### src/rtl/pi1_mstr_arb_pkg.sv
// Shared definitions for the PI1 master arbiter: op codes, FSM states and a
// constant-evaluable ceil(log2) helper.
package pi1_mstr_arb_pkg;

    typedef enum logic [1:0] {
        PI1_NOP = 2'd0,
        PI1_WR  = 2'd1,
        PI1_RD  = 2'd2,
        PI1_RW  = 2'd3
    } pi1_op_e;

    typedef enum logic [1:0] {
        IDLE  = 2'd0,
        GRANT = 2'd1,
        DRAIN = 2'd2
    } arb_state_e;

    function automatic int unsigned clog2(input int unsigned v);
        int unsigned r;
        r = 0;
        while ((64'd1 << r) < 64'(v)) r++;
        return r;
    endfunction

endpackage

### src/rtl/pi1_mstr_arb_rrpick.sv
// Combinational round-robin picker: first requester strictly after last_i,
// wrapping, returned as one-hot plus index.
module pi1_mstr_arb_rrpick #(
    parameter int unsigned N  = 2,
    parameter int unsigned IW = 1
) (
    input  logic [N-1:0]  req_i,
    input  logic [IW-1:0] last_i,
    output logic [N-1:0]  gnt_oh_o,
    output logic [IW-1:0] gnt_idx_o,
    output logic          any_o
);

    int unsigned j;

    always_comb begin
        gnt_oh_o  = '0;
        gnt_idx_o = '0;
        any_o     = 1'b0;
        j         = 0;
        for (int unsigned i = 1; i <= N; i++) begin
            j = (32'(last_i) + i) % N;
            if (!any_o && req_i[j]) begin
                any_o        = 1'b1;
                gnt_oh_o[j]  = 1'b1;
                gnt_idx_o    = IW'(j);
            end
        end
    end

endmodule

### src/rtl/pi1_mstr_arb.sv
// Shares one PI1 slave port between MASTERCOUNT PI1 masters: round-robin with
// bounded burst hold, one outstanding op. Optional macro PI1_MSTR_ARB_PRIO0_EN.
module pi1_mstr_arb
    import pi1_mstr_arb_pkg::*;
#(
    parameter  int unsigned ARCHBITSZ   = 32,
    parameter  int unsigned MASTERCOUNT = 2,
    parameter  int unsigned MAXHOLD     = 8,
    localparam int unsigned SELBITSZ    = ARCHBITSZ / 8,
    localparam int unsigned ADDRBITSZ   = ARCHBITSZ - clog2(SELBITSZ)
) (
    input  logic                            clk_i,
    input  logic                            rst_i,
    input  logic [2*MASTERCOUNT-1:0]         m_pi1_op_i,
    input  logic [ADDRBITSZ*MASTERCOUNT-1:0] m_pi1_addr_i,
    input  logic [ARCHBITSZ*MASTERCOUNT-1:0] m_pi1_data_i,
    input  logic [SELBITSZ*MASTERCOUNT-1:0]  m_pi1_sel_i,
    output logic [ARCHBITSZ-1:0]             m_pi1_data_o,
    output logic [MASTERCOUNT-1:0]           m_pi1_rdy_o,
    output logic [1:0]                       s_pi1_op_o,
    output logic [ADDRBITSZ-1:0]             s_pi1_addr_o,
    output logic [ARCHBITSZ-1:0]             s_pi1_data_o,
    output logic [SELBITSZ-1:0]              s_pi1_sel_o,
    input  logic [ARCHBITSZ-1:0]             s_pi1_data_i,
    input  logic                             s_pi1_rdy_i,
    output logic [MASTERCOUNT-1:0]           gnt_o
);

    localparam int unsigned IDXW = clog2(MASTERCOUNT);

    arb_state_e             state_q, state_d;
    logic [MASTERCOUNT-1:0] gnt_q, gnt_d;
    logic [IDXW-1:0]        gnt_idx_q, gnt_idx_d;
    logic [IDXW-1:0]        last_q, last_d;
    logic [7:0]             hold_q, hold_d;

    logic [MASTERCOUNT-1:0] req, pick_oh, sel_oh, rdy;
    logic [IDXW-1:0]        pick_idx, sel_idx;
    logic                   pick_any, req_g, others, stay;
    logic [1:0]             g_op;

    always_comb begin
        req = '0;
        for (int unsigned m = 0; m < MASTERCOUNT; m++)
            req[m] = (m_pi1_op_i[2*m +: 2] != PI1_NOP);
    end

    pi1_mstr_arb_rrpick #(
        .N  (MASTERCOUNT),
        .IW (IDXW)
    ) u_rrpick (
        .req_i     (req),
        .last_i    (last_q),
        .gnt_oh_o  (pick_oh),
        .gnt_idx_o (pick_idx),
        .any_o     (pick_any)
    );

    always_comb begin
        sel_oh  = pick_oh;
        sel_idx = pick_idx;
`ifdef PI1_MSTR_ARB_PRIO0_EN
        if (req[0]) begin
            sel_oh  = MASTERCOUNT'(1);
            sel_idx = '0;
        end
`endif
    end

    assign g_op   = m_pi1_op_i[2*gnt_idx_q +: 2];
    assign req_g  = req[gnt_idx_q];
    assign others = |(req & ~gnt_q);

    // Continue the burst after a result only if the owner still wants it and
    // either it is under the hold limit or nobody else is waiting.
    always_comb begin
        stay = req_g && ((hold_q < 8'(MAXHOLD)) || !others);
`ifdef PI1_MSTR_ARB_PRIO0_EN
        if (gnt_idx_q == '0) stay = req_g;
        else                 stay = stay && !req[0];
`endif
    end

    always_comb begin
        state_d   = state_q;
        gnt_d     = gnt_q;
        gnt_idx_d = gnt_idx_q;
        last_d    = last_q;
        hold_d    = hold_q;
        case (state_q)
            IDLE: begin
                if (pick_any) begin
                    state_d   = GRANT;
                    gnt_d     = sel_oh;
                    gnt_idx_d = sel_idx;
                    hold_d    = '0;
                end
            end
            GRANT: begin
                if (!req_g) begin
                    state_d = IDLE;
                    gnt_d   = '0;
                    last_d  = gnt_idx_q;
                    hold_d  = '0;
                end else if (s_pi1_rdy_i) begin
                    state_d = DRAIN;
                    if (hold_q < 8'(MAXHOLD)) hold_d = hold_q + 8'd1;
                end
            end
            DRAIN: begin
                if (s_pi1_rdy_i) begin
                    if (stay) begin
                        state_d = GRANT;
                    end else begin
                        state_d = IDLE;
                        gnt_d   = '0;
                        last_d  = gnt_idx_q;
                        hold_d  = '0;
                    end
                end
            end
            default: begin
                state_d = IDLE;
                gnt_d   = '0;
            end
        endcase
    end

    always_ff @(posedge clk_i or negedge rst_i) begin
        if (!rst_i) begin
            state_q   <= IDLE;
            gnt_q     <= '0;
            gnt_idx_q <= '0;
            last_q    <= IDXW'(MASTERCOUNT - 1);
            hold_q    <= '0;
        end else begin
            state_q   <= state_d;
            gnt_q     <= gnt_d;
            gnt_idx_q <= gnt_idx_d;
            last_q    <= last_d;
            hold_q    <= hold_d;
        end
    end

    always_comb begin
        s_pi1_op_o   = PI1_NOP;
        s_pi1_addr_o = '0;
        s_pi1_data_o = '0;
        s_pi1_sel_o  = '0;
        rdy          = '0;
        case (state_q)
            GRANT: begin
                s_pi1_op_o   = g_op;
                s_pi1_addr_o = m_pi1_addr_i[ADDRBITSZ*gnt_idx_q +: ADDRBITSZ];
                s_pi1_data_o = m_pi1_data_i[ARCHBITSZ*gnt_idx_q +: ARCHBITSZ];
                s_pi1_sel_o  = m_pi1_sel_i[SELBITSZ*gnt_idx_q +: SELBITSZ];
                rdy          = gnt_q & {MASTERCOUNT{s_pi1_rdy_i}};
            end
            DRAIN:   rdy = gnt_q & {MASTERCOUNT{s_pi1_rdy_i}};
            default: rdy = '0;
        endcase
        m_pi1_rdy_o  = rdy;
        m_pi1_data_o = (|rdy) ? s_pi1_data_i : '0;
    end

    assign gnt_o = gnt_q;

endmodule

### config.mk
export PLATFORM = sky130hd
export DESIGN_NAME = pi1_mstr_arb
export DESIGN_NICKNAME = d
export VERILOG_FILES = /design/src/rtl/pi1_mstr_arb_pkg.sv /design/src/rtl/pi1_mstr_arb_rrpick.sv /design/src/rtl/pi1_mstr_arb.sv
export SDC_FILE = /design/constraint.sdc
export NUM_CORES = 1
export LEC_CHECK = 0
export ABC_AREA = 1
export BUFFER_PORTS_ARGS = -buffer_cell sky130_fd_sc_hd__buf_4
export CAP_MARGIN = 0
export CORE_AREA = 2 2 106 108
export DETAILED_ROUTE_END_ITERATION = 7
export DIE_AREA = 0 0 108 110
export PLACE_DENSITY_LB_ADDON = 0.08
export REMOVE_ABC_BUFFERS = 1
export SLEW_MARGIN = 20
export SYNTH_ARGS = -nofsm -noshare
export SYNTH_HDL_FRONTEND = slang
export SYNTH_SLANG_ARGS = --single-unit
### constraint.sdc
create_clock -name clk_i -period 4.05 [get_ports clk_i]
set_input_delay 0.405 -clock clk_i [delete_from_list [all_inputs] [get_ports clk_i]]
set_output_delay 0.405 -clock clk_i [all_outputs]
set_load 0.02 [all_outputs]
==> results of run 1 <==
## final cells by class
| type | count | area [um^2] |
|---|---|---|
| Clock buffer | 4 | 45.0 |
| Fill cell | 1137 | 6340 |
| Inverter | 54 | 205 |
| Multi-Input combinational cell | 314 | 1510 |
| Sequential cell | 14 | 353 |
| Tap cell | 140 | 175 |
| Timing Repair Buffer | 276 | 2070 |
## power groups by stage
stage | combinational [W] | clock (W) | sequential (W)
after floorplan | 0.00124 | 0 | 0.000267
after global placement | 0.00226 | 0 | 0.000216
final | 0.00226 | 0.000123 | 0.000216
after global routing | 0.00248 | 0.000134 | 0.000222
after CTS | 0.00228 | 0.000124 | 0.000214
after detailed placement | 0.00227 | 0 | 0.000216
## layer usage
metal	GRT usage	vias to the layer above
li1	-	1760
met3	0.0623	16
met1	0.209	1429
met4	0.0440	0
met2	0.311	139
met5	0	-
## critical path: cells and delay by family, from the launching register on
kind                     cells  cell delay, ns
buffers and inverters        4            0.74
flip-flops                   1            0.44
AND/OR/NAND/NOR              3            0.39
adder cells (fa/ha/maj)      1            0.31
## through the flow
stage / cells / worst slack [ns] / instance area [um^2] / power [W] / hold slack (ns)
global route: 802 / 1.33 / 4360 / 0.00284 / 0.501
CTS: 801 / 1.22 / 4340 / 0.00262 / 0.0000722
detailed placement: 797 / 1.50 / 4300 / 0.00249 / 0.271
global placement: 797 / 1.52 / 4300 / 0.00248 / 0.269
finish: 802 / 1.54 / 4360 / 0.00260 / 0.470
floorplan: 382 / 1.59 / 2050 / 0.00150 / 0.109
## cell usage in the layout, fill, tap and decap left out, drive strengths merged
cell type,count
nand3,8
or2,1
a21oi,3
clkbuf,4
dlygate4sd3,1
o21ai,75
buf,275
nand4,6
a211oi,1
xnor2,1
nand2,32
ha,5
nor2,180
nor3,1
dfrtp,13
dfstp,1
o211ai,1
inv,54
## cells by family after synthesis
logic type      Yosys count
flops                    14
compound gates           80
xor+xnor                  1
buf+inv                  79
fa+ha+maj                 5
simple gates            228
## how the worst max path moves through the flow
| stage | start | to | cells after the start |
|---|---|---|---|
| after floorplan | state_q[1]$_DFFE_PN0P_ | s_pi1_op_o[1] | 4 |
| after CTS | state_q[1]$_DFFE_PN0P_ | s_pi1_sel_o[3] | 5 |
| after global placement | state_q[1]$_DFFE_PN0P_ | s_pi1_sel_o[3] | 5 |
| after detailed placement | state_q[1]$_DFFE_PN0P_ | s_pi1_sel_o[3] | 5 |
| final | state_q[0]$_DFFE_PN0P_ | m_pi1_data_o[0] | 8 |
| after global routing | state_q[0]$_DFFE_PN0P_ | m_pi1_data_o[3] | 8 |
## repair_timing
| action | 4_1_cts | 5_1_grt |
|---|---|---|
| endpoints found under the hold margin | 0 | 7 |
| setup buffers | 0 | 0 |
| hold buffers | 0 | 1 |
## registers in the layout (all words and copies together), names as in the netlist
register / flops
last_q: 1
state_q: 2
gnt_idx_q: 1
gnt_o: 2
hold_q: 8
==> results.cfg, run 1 <==
[sta]
timing.max_slew.rel_slack = 0.507
setup-violations-final = 0
timing.final.crit_period_ns = 2.51
rsz_0062_raised_after_global_routing = no
final_hold_viol_count = 0
final_skew_ns = 0.000464
fmaxAchievable_mhz = 398
layout_worst_path_cycle_share = 0.621
report.final.slew_viol_count = 0
timing_worst_slew_pin_value_ns = 0.739
setup_tns_ns = 0

[yosys]
synth-edff-count = 0
synth-main-ff-cell = dfrtp_1
synth_adder_area_share = 0.0289
synth_area_per_cell_um2 = 5.32
ys_async_sr_fraction = 1.00
synth.distinct_cells = 31
post_synth_main_area_contributors = nor2_1, o21ai_0, dfrtp_1
yosysTopAreaCell = nor2_1
synth_top_family_by_area = simple AND/OR/NAND/NOR gates
synth.area.mux_share = 0
netlist_area_um2 = 2170
area_fraction_in_compound_gates_after_synthesis = 0.191
area_share_of_and_or_nand_nor_cells_after_synthesis = 0.467
postSynthRegisterBits = 14
yosys-top-cells-count = nor2_1, o21ai_0, inv_1, nand2_1, clkbuf_1
synth.yosys.seq_area_share = 0.162
synthXorXnorAreaFrac = 0.00404
synth.top_cell.area_share = 0.303
synth-warning-count = 0
yosys.cell_count.top_type = nor2_1
syn-instance-count = 407

[hold_path]
hold_removal_path_class = reg -> reg
whs_path_depth = 2
min_delay_worst_endpoint = hold_q[5]$_DFFE_PN0P_
hold_path_startpoint = hold_q[5]$_DFFE_PN0P_

[global_route]
grt_pass1_vias = 2951
grt_max_degree = 72
grt_overall_usage = 0.178
grt_overflow = 0
wire_length_of_the_first_global_routing_pass_um = 16400
grt_antenna_before_repair = 0

[floorplanning]
die-height_um = 110
dieArea_um2 = 11900
fp-row-count = 38
initial_standard_cell_utilization_of_the_core = 0.202
floorplan.die.width_um = 108
floorplan.io_pins = 275
placeableCoreArea_um2 = 10700

[clock_tree]
ctsLongestPathBuffers = 2
insertion_delay_to_the_later_sink_of_the_worst_skew_pair_ns = 0.25
cts_buffers = 3
cts_tree = done
htree_num_levels = 1
cts_repair_resize_count = 0
clkSinkCount = 14
root_buffer = clkbuf_8
clk_pin_slew_ns = 0.06

[job]
maxCapViolations = 0

[routing]
via_count = 3344
drt-met1-wl_um = 4650
routedWlPerCell_um = 14.5
drcViolationCount = 0
met2_length_um = 5490
detail-route-antenna-nets = 0
routed-wl-met3_um = 1250
drtPass1Iterations = 4
maxUsedRoutingLayer = met4
avgViaCountPerCell = 4.17
drtIter0Drc = 148
drt_wl_total_um = 11600

[setup_path]
timing.setup.critical_path_class = reg -> out
reg2reg_from = state_q[1]$_DFFE_PN0P_
path_max_fanout = 32
worst_setup_path_end_kind = output pin
worstPathRequired_ns = 3.64
reg2reg_depth = 8
path_cells = inv_1 > ha_1 > inv_1 > nor2_1 > or2_1 > inv_2 > nor2_1 > buf_4
rrSetupSlack_ns = 2.18
reg2reg_to = hold_q[1]$_DFFE_PN0P_
setup.worst_path.start_class = flop
critical_path_arrival_ns = 2.11
critical-path-slowest-cell = dfrtp_1
critical_path.max_stage_delay_ns = 0.44

[finish]
utilization = 0.408
nets = 839
final_layout_size_suffix_gt1_frac = 0.458
diodes = 0
area.growth.synth_to_final_pct = 101

[pwr]
power.sequential.fraction = 0.083
power.net_switching_w = 0.00151
cellPowerDensity_nw_per_um2 = 597
leakage_power_of_the_design_nw = 2.54
max-vdd-ir-drop_mv = 0.415
comb_power_share = 0.870
power_frac_clock = 0.047
internal_power_w = 0.00110
netSwitchingFraction = 0.579

[place]
place_hpwl_um = 9240
finalWeightedCongestion = 0.951
port_buffers = 274

[status]
status = finished clean
Power figures use the tool's default switching activity.
==> inputs of run 2 (changes only) <==
--- a/config.mk
+++ b/config.mk
@@ -5,12 +5,12 @@
 export SDC_FILE = /design/constraint.sdc
 export NUM_CORES = 1
 export LEC_CHECK = 0
-export ABC_AREA = 1
+export ABC_AREA = 0
 export BUFFER_PORTS_ARGS = -buffer_cell sky130_fd_sc_hd__buf_4
 export CAP_MARGIN = 0
-export CORE_AREA = 2 2 106 108
+export CORE_AREA = 2 2 107 109
 export DETAILED_ROUTE_END_ITERATION = 7
-export DIE_AREA = 0 0 108 110
+export DIE_AREA = 0 0 109 111
 export PLACE_DENSITY_LB_ADDON = 0.08
 export REMOVE_ABC_BUFFERS = 1
 export SLEW_MARGIN = 20
==> constraint.sdc (replaced) <==
create_clock -name clk_i -period 2.3 [get_ports clk_i]
set_input_delay 0.23 -clock clk_i [delete_from_list [all_inputs] [get_ports clk_i]]
set_output_delay 0.23 -clock clk_i [all_outputs]
set_load 0.02 [all_outputs]
==> results.cfg, run 2 <==
[finish]
largest_reg_flops = 8
most_common_library_cell_in_the_layout_ignoring_fill_and_taps = buf_4
ff_latch_area_um2 = 355
area.growth.synth_to_final_pct = 113
register_with_the_highest_flop_count = hold_q
final_layout_size_suffix_gt1_frac = 0.539
multi_input_gate_area_um2 = 1590
layout.filler_cells = 1168
diodes = 0
nets = 722
mostFrequentLayoutCells = buf_4, nor2_1, mux2i_1

[sta]
layout_worst_path_cycle_share = 0.934
timing.hold.ws_ns = 0.370
timing_worst_slew_pin_value_ns = 0.666
rsz_0062_raised_after_global_routing = no
setup-violations-final = 0
fmaxAchievable_mhz = 466
timing.max_slew.rel_slack = 0.556
report.final.slew_viol_count = 0
final_hold_viol_count = 0
timing.final.crit_period_ns = 2.15
final_skew_ns = 0.00178

[yosys]
synth.top_cell.area_share = 0.335
postSynthRegisterBits = 14
synth.area.mux_share = 0.346
post_synth_main_area_contributors = mux2i_1, dfrtp_1, nor2_1
synth_area_per_cell_um2 = 7.38
synth.distinct_cells = 38
area_fraction_in_compound_gates_after_synthesis = 0.0887
synth-warning-count = 0
synth.yosys.seq_area_share = 0.171
yosys.cell_count.top_type = nor2_1
synthXorXnorAreaFrac = 0
area_share_of_and_or_nand_nor_cells_after_synthesis = 0.307
yosysTopAreaCell = mux2i_1
yosys-top-cells-count = nor2_1, mux2i_1, nor2b_1, clkbuf_1, dfrtp_1
syn-instance-count = 279
ys_async_sr_fraction = 1.00
synth-main-ff-cell = dfrtp_1
synth_adder_area_share = 0.0304
synth-edff-count = 0
netlist_area_um2 = 2060
synth_top_family_by_area = multiplexers

[clock_tree]
root_buffer = clkbuf_16
clkSinkCount = 14
postCtsSetupRepairBufs = 0
htree_num_levels = 1
cts_tree = done
cts_buffers = 3
ctsLongestPathBuffers = 2
clk_pin_slew_ns = 0.05
insertion_delay_to_the_later_sink_of_the_worst_skew_pair_ns = 0.24

[hold_path]
hold_removal_path_class = in -> async

[routing]
drcViolationCount = 0
routedWlPerCell_um = 15.6
drt_wl_total_um = 10800
detail-route-antenna-nets = 0
via_count = 2891
drtIter0Drc = 132
avgViaCountPerCell = 4.20
drtPass1Iterations = 4

[global_route]
wire_length_of_the_first_global_routing_pass_um = 15400
grt_overflow = 0
grt_antenna_before_repair = 0
grt_overall_usage = 0.164
grt_pass1_vias = 2685
grt_max_degree = 56

[setup_path]
worstPathRequired_ns = 2.45
setup.worst_path.start_class = flop
rrSetupSlack_ns = 0.15
critical_path_arrival_ns = 2.30
timing.setup.critical_path_class = reg -> reg
path_max_fanout = 7
worst_setup_path_end_kind = flop

[floorplanning]
floorplan.die.width_um = 109
floorplan.io_pins = 275
placeableCoreArea_um2 = 11100
initial_standard_cell_utilization_of_the_core = 0.186
fp-row-count = 39
dieArea_um2 = 12100
die-height_um = 111

[place]
place_hpwl_um = 8960
port_buffers = 274
finalWeightedCongestion = 0.845

[pwr]
total_power_w = 0.00457
leakage_power_of_the_design_nw = 2.39
max-vdd-ir-drop_mv = 0.502
cellPowerDensity_nw_per_um2 = 1040

[job]
maxCapViolations = 0

[status]
status = finished clean
[run 2: worst paths after layout]
| path | from | to | cells after the start |
|---|---|---|---|
| min in group clk_i | m_pi1_op_i[1] | gnt_idx_q$_DFFE_PN0P_ | 4 |
| max reg2reg | gnt_idx_q$_DFFE_PN0P_ | hold_q[2]$_DFFE_PN0P_ | 5 |
| max | gnt_idx_q$_DFFE_PN0P_ | hold_q[2]$_DFFE_PN0P_ | 5 |
| min | rst_i | hold_q[0]$_DFFE_PN0P_ | 2 |
| max in group asynchronous | rst_i | last_q$_DFFE_PN1P_ | 2 |
| min reg2reg | hold_q[7]$_DFFE_PN0P_ | hold_q[7]$_DFFE_PN0P_ | 1 |
[run 2: routing by layer]
metal  share of wire  vias up  wire length (um)  track usage
met4          0.0055        0                59       0.0188
met1            0.37     1304              4000        0.191
li1                -     1470                 -            -
met2            0.53      110              5660        0.304
met3           0.096        7              1030       0.0406
met5               0        -                 0            0
[run 2: repair_timing]
| action | 4_1_cts | 5_1_grt |
|---|---|---|
| resized for setup | 0 | 1 |
| endpoints found under the setup margin | 0 | 6 |
| hold buffers | 1 | 0 |
| hold endpoints to repair | 13 | 0 |
[run 2: kinds of logic (layout without fill, tap and decap cells)]
family,after synthesis,count (layout)
adder cells (fa/ha/maj),5,5
flip-flops,14,14
AND/OR/NAND/NOR,136,136
AO/OA/AOI/OAI,23,23
multiplexers,71,71
buffers and inverters,30,296
[run 2: power by group]
group	total [W]	internal, W	switching, W
logic	0.00381	0.00166	0.00216
registers	0.000388	0.000328	0.0000605
clock network	0.000363	0.000263	0.000100
total	0.00457	0.00225	0.00232
[run 2: metrics by stage]
stage                     area (um^2)  worst slack (ns)  std cells   util  setup TNS [ns]
after floorplan                  1980             -1.68        259      -          -81.75
after global placement           4290             0.204        683  0.387               0
after detailed placement         4290             0.181        683  0.387               0
after CTS                        4390            0.0381        688  0.396               0
after global routing             4390            0.0580        688  0.396               0
final                            4390             0.152        688  0.396               0
[run 2: cell type report]
type | instances | area share
repair buffers | 282 | 0.487
multi-input cells | 235 | 0.363
flip-flops and latches | 14 | 0.0810
well taps | 143 | 0.0408
clock buffers | 4 | 0.0202
inverters | 10 | 0.00855
[run 2: worst max-delay path, cell delays in order, from the launching register on]
cell and delay (ns):
dfrtp_4 0.48, or3_1 0.50, a31oi_4 0.25, o211ai_4 0.13, or4_1 0.49, a22oi_1 0.20
==> inputs of run 3 (changes only) <==
--- a/config.mk
+++ b/config.mk
@@ -5,12 +5,12 @@
 export SDC_FILE = /design/constraint.sdc
 export NUM_CORES = 1
 export LEC_CHECK = 0
-export ABC_AREA = 0
+export ABC_AREA = 1
 export BUFFER_PORTS_ARGS = -buffer_cell sky130_fd_sc_hd__buf_4
 export CAP_MARGIN = 0
-export CORE_AREA = 2 2 107 109
+export CORE_AREA = 2 2 108 110
 export DETAILED_ROUTE_END_ITERATION = 7
-export DIE_AREA = 0 0 109 111
+export DIE_AREA = 0 0 110 112
 export PLACE_DENSITY_LB_ADDON = 0.08
 export REMOVE_ABC_BUFFERS = 1
 export SLEW_MARGIN = 20
==> results.cfg, run 3 (synthesized netlist as in run 1, its figures left out) <==
[finish]
mostFrequentLayoutCells = buf_4, nor2_1, o21ai_0
register_with_the_highest_flop_count = hold_q
most_common_library_cell_in_the_layout_ignoring_fill_and_taps = buf_4
layout.filler_cells = 1235
largest_reg_flops = 8
area.growth.synth_to_final_pct = 105
nets = 843
final_layout_size_suffix_gt1_frac = 0.461
diodes = 0

[clock_tree]
cts_tree = done
clkSinkCount = 14
insertion_delay_to_the_later_sink_of_the_worst_skew_pair_ns = 0.24
clk_pin_slew_ns = 0.05
htree_num_levels = 1
cts_buffers = 3
root_buffer = clkbuf_16
ctsLongestPathBuffers = 2

[routing]
drt_wl_total_um = 11800
routedWlPerCell_um = 14.6
drt-met1-wl_um = 4510
met2_length_um = 5690
detail-route-antenna-nets = 0
avgViaCountPerCell = 4.26
via_count = 3443
routed-wl-met3_um = 1170
drtIter0Drc = 222
drtPass1Iterations = 4
drcViolationCount = 0
maxUsedRoutingLayer = met4

[hold_path]
hold_removal_path_class = in -> async

[sta]
setup-violations-final = 0
report.final.slew_viol_count = 0
final_skew_ns = 0.00304
timing.final.crit_period_ns = 2.11
rsz_0062_raised_after_global_routing = no
layout_worst_path_cycle_share = 0.920
timing_worst_slew_pin_value_ns = 0.394
timing.max_slew.rel_slack = 0.737
fmaxAchievable_mhz = 473
final_hold_viol_count = 0
smallest_setup_slack_after_layout_ns = 0.185

[place]
finalWeightedCongestion = 0.872
placement.setup.worst_slack_ns = 0.328
place_hpwl_um = 9780
port_buffers = 274

[setup_path]
critical_path_arrival_ns = 1.88
rrSetupSlack_ns = 0.61
path_max_fanout = 32
worst_setup_path_end_kind = output pin
reg2reg_depth = 8
setup.worst_path.start_class = flop
timing.setup.critical_path_class = reg -> out
worstPathRequired_ns = 2.07
reg2reg_from = gnt_idx_q$_DFFE_PN0P_
reg2reg_to = hold_q[3]$_DFFE_PN0P_

[pwr]
power.sequential.fraction = 0.088
comb_power_share = 0.842
power.net_switching_w = 0.00268
netSwitchingFraction = 0.559
internal_power_w = 0.00211
total_power_w = 0.00480
power_frac_clock = 0.069
max-vdd-ir-drop_mv = 0.448
leakage_power_of_the_design_nw = 2.58
cellPowerDensity_nw_per_um2 = 1080

[global_route]
grt_antenna_before_repair = 0
wire_length_of_the_first_global_routing_pass_um = 17200
grt_pass1_vias = 3197
grt_overflow = 0
grt_overall_usage = 0.180
grt_max_degree = 42

[floorplanning]
fp-row-count = 39
dieArea_um2 = 12300
floorplan.die.width_um = 110
placeableCoreArea_um2 = 11200
die-height_um = 112
initial_standard_cell_utilization_of_the_core = 0.194
floorplan.io_pins = 275

[job]
maxCapViolations = 0

[status]
status = finished clean
==> run 3: cell count changes in the layout (fill, tap and decap cells not counted), moves of 4 or more <==
cell     change
o21ai_0     +63
mux2i_1     -69
nor2_1      +95
nand4_1      +6
o21ai_1      +4
nand2_1     +19
inv_1       +41
nor2b_1     -33
==> run 3: worst max path at each step <==
stage / startpoint / endpoint / slack, ns / depth (start not counted)
floorplan: gnt_idx_q$_DFFE_PN0P_ / hold_q[0]$_DFFE_PN0P_ / -0.15 / 8
detailed placement: state_q[0]$_DFFE_PN0P_ / m_pi1_data_o[0] / 0.33 / 8
finish: state_q[0]$_DFFE_PN0P_ / m_pi1_data_o[0] / 0.19 / 8
global placement: state_q[0]$_DFFE_PN0P_ / m_pi1_data_o[25] / 0.39 / 8
CTS: state_q[0]$_DFFE_PN0P_ / m_pi1_data_o[0] / 0.05 / 8
global route: state_q[0]$_DFFE_PN0P_ / m_pi1_data_o[29] / 0.009 / 8
==> run 3: layout make-up <==
type	instances	area, um^2	share of cell area
clock buffers	4	78.8	0.0177
inverters	54	208	0.0467
multi-input cells	314	1500	0.337
flip-flops and latches	14	353	0.0793
well taps	143	179	0.0402
repair buffers	280	2130	0.479
==> run 3: power groups by stage <==
stage	clock network, W	logic (W)	registers [W]
final	0.000333	0.00404	0.000424
after floorplan	0	0.00218	0.000470
after global routing	0.000355	0.00443	0.000441
after global placement	0	0.00405	0.000428
after detailed placement	0	0.00407	0.000430
after CTS	0.000342	0.00408	0.000426
==> run 3: metal layers <==
metal	global-route usage	up-vias
li1	-	1774
met1	0.209	1493
met2	0.310	147
met3	0.0492	29
met4	0.0675	0
met5	0	-
==> run 3: timing repair <==
action | in CTS | in global routing
hold buffers | 1 | 0
setup endpoints to repair | 0 | 32
endpoints found under the hold margin | 13 | 0
setup buffers | 0 | 0
gates resized for setup | 0 | 2
==> run 3: metrics by stage <==
stage               setup TNS, ns  utilization  cell area [um^2]  cells  hold WS (ns)
global placement                0        0.390              4360    804        0.0886
floorplan                   -1.81            -              2050    382       -0.0656
CTS                             0        0.398              4440    809         0.369
finish                          0        0.398              4450    809         0.365
detailed placement              0        0.390              4360    804        0.0920
global route                    0        0.398              4450    809         0.392
==> run 3: critical path, stage by stage (launching register included) <==
cell and delay (ns):
dfrtp_1 0.39, inv_1 0.08, ha_1 0.29, inv_1 0.08
nor2_1 0.06, or2_1 0.25, inv_4 0.23, nor2_1 0.09
buf_4 0.16
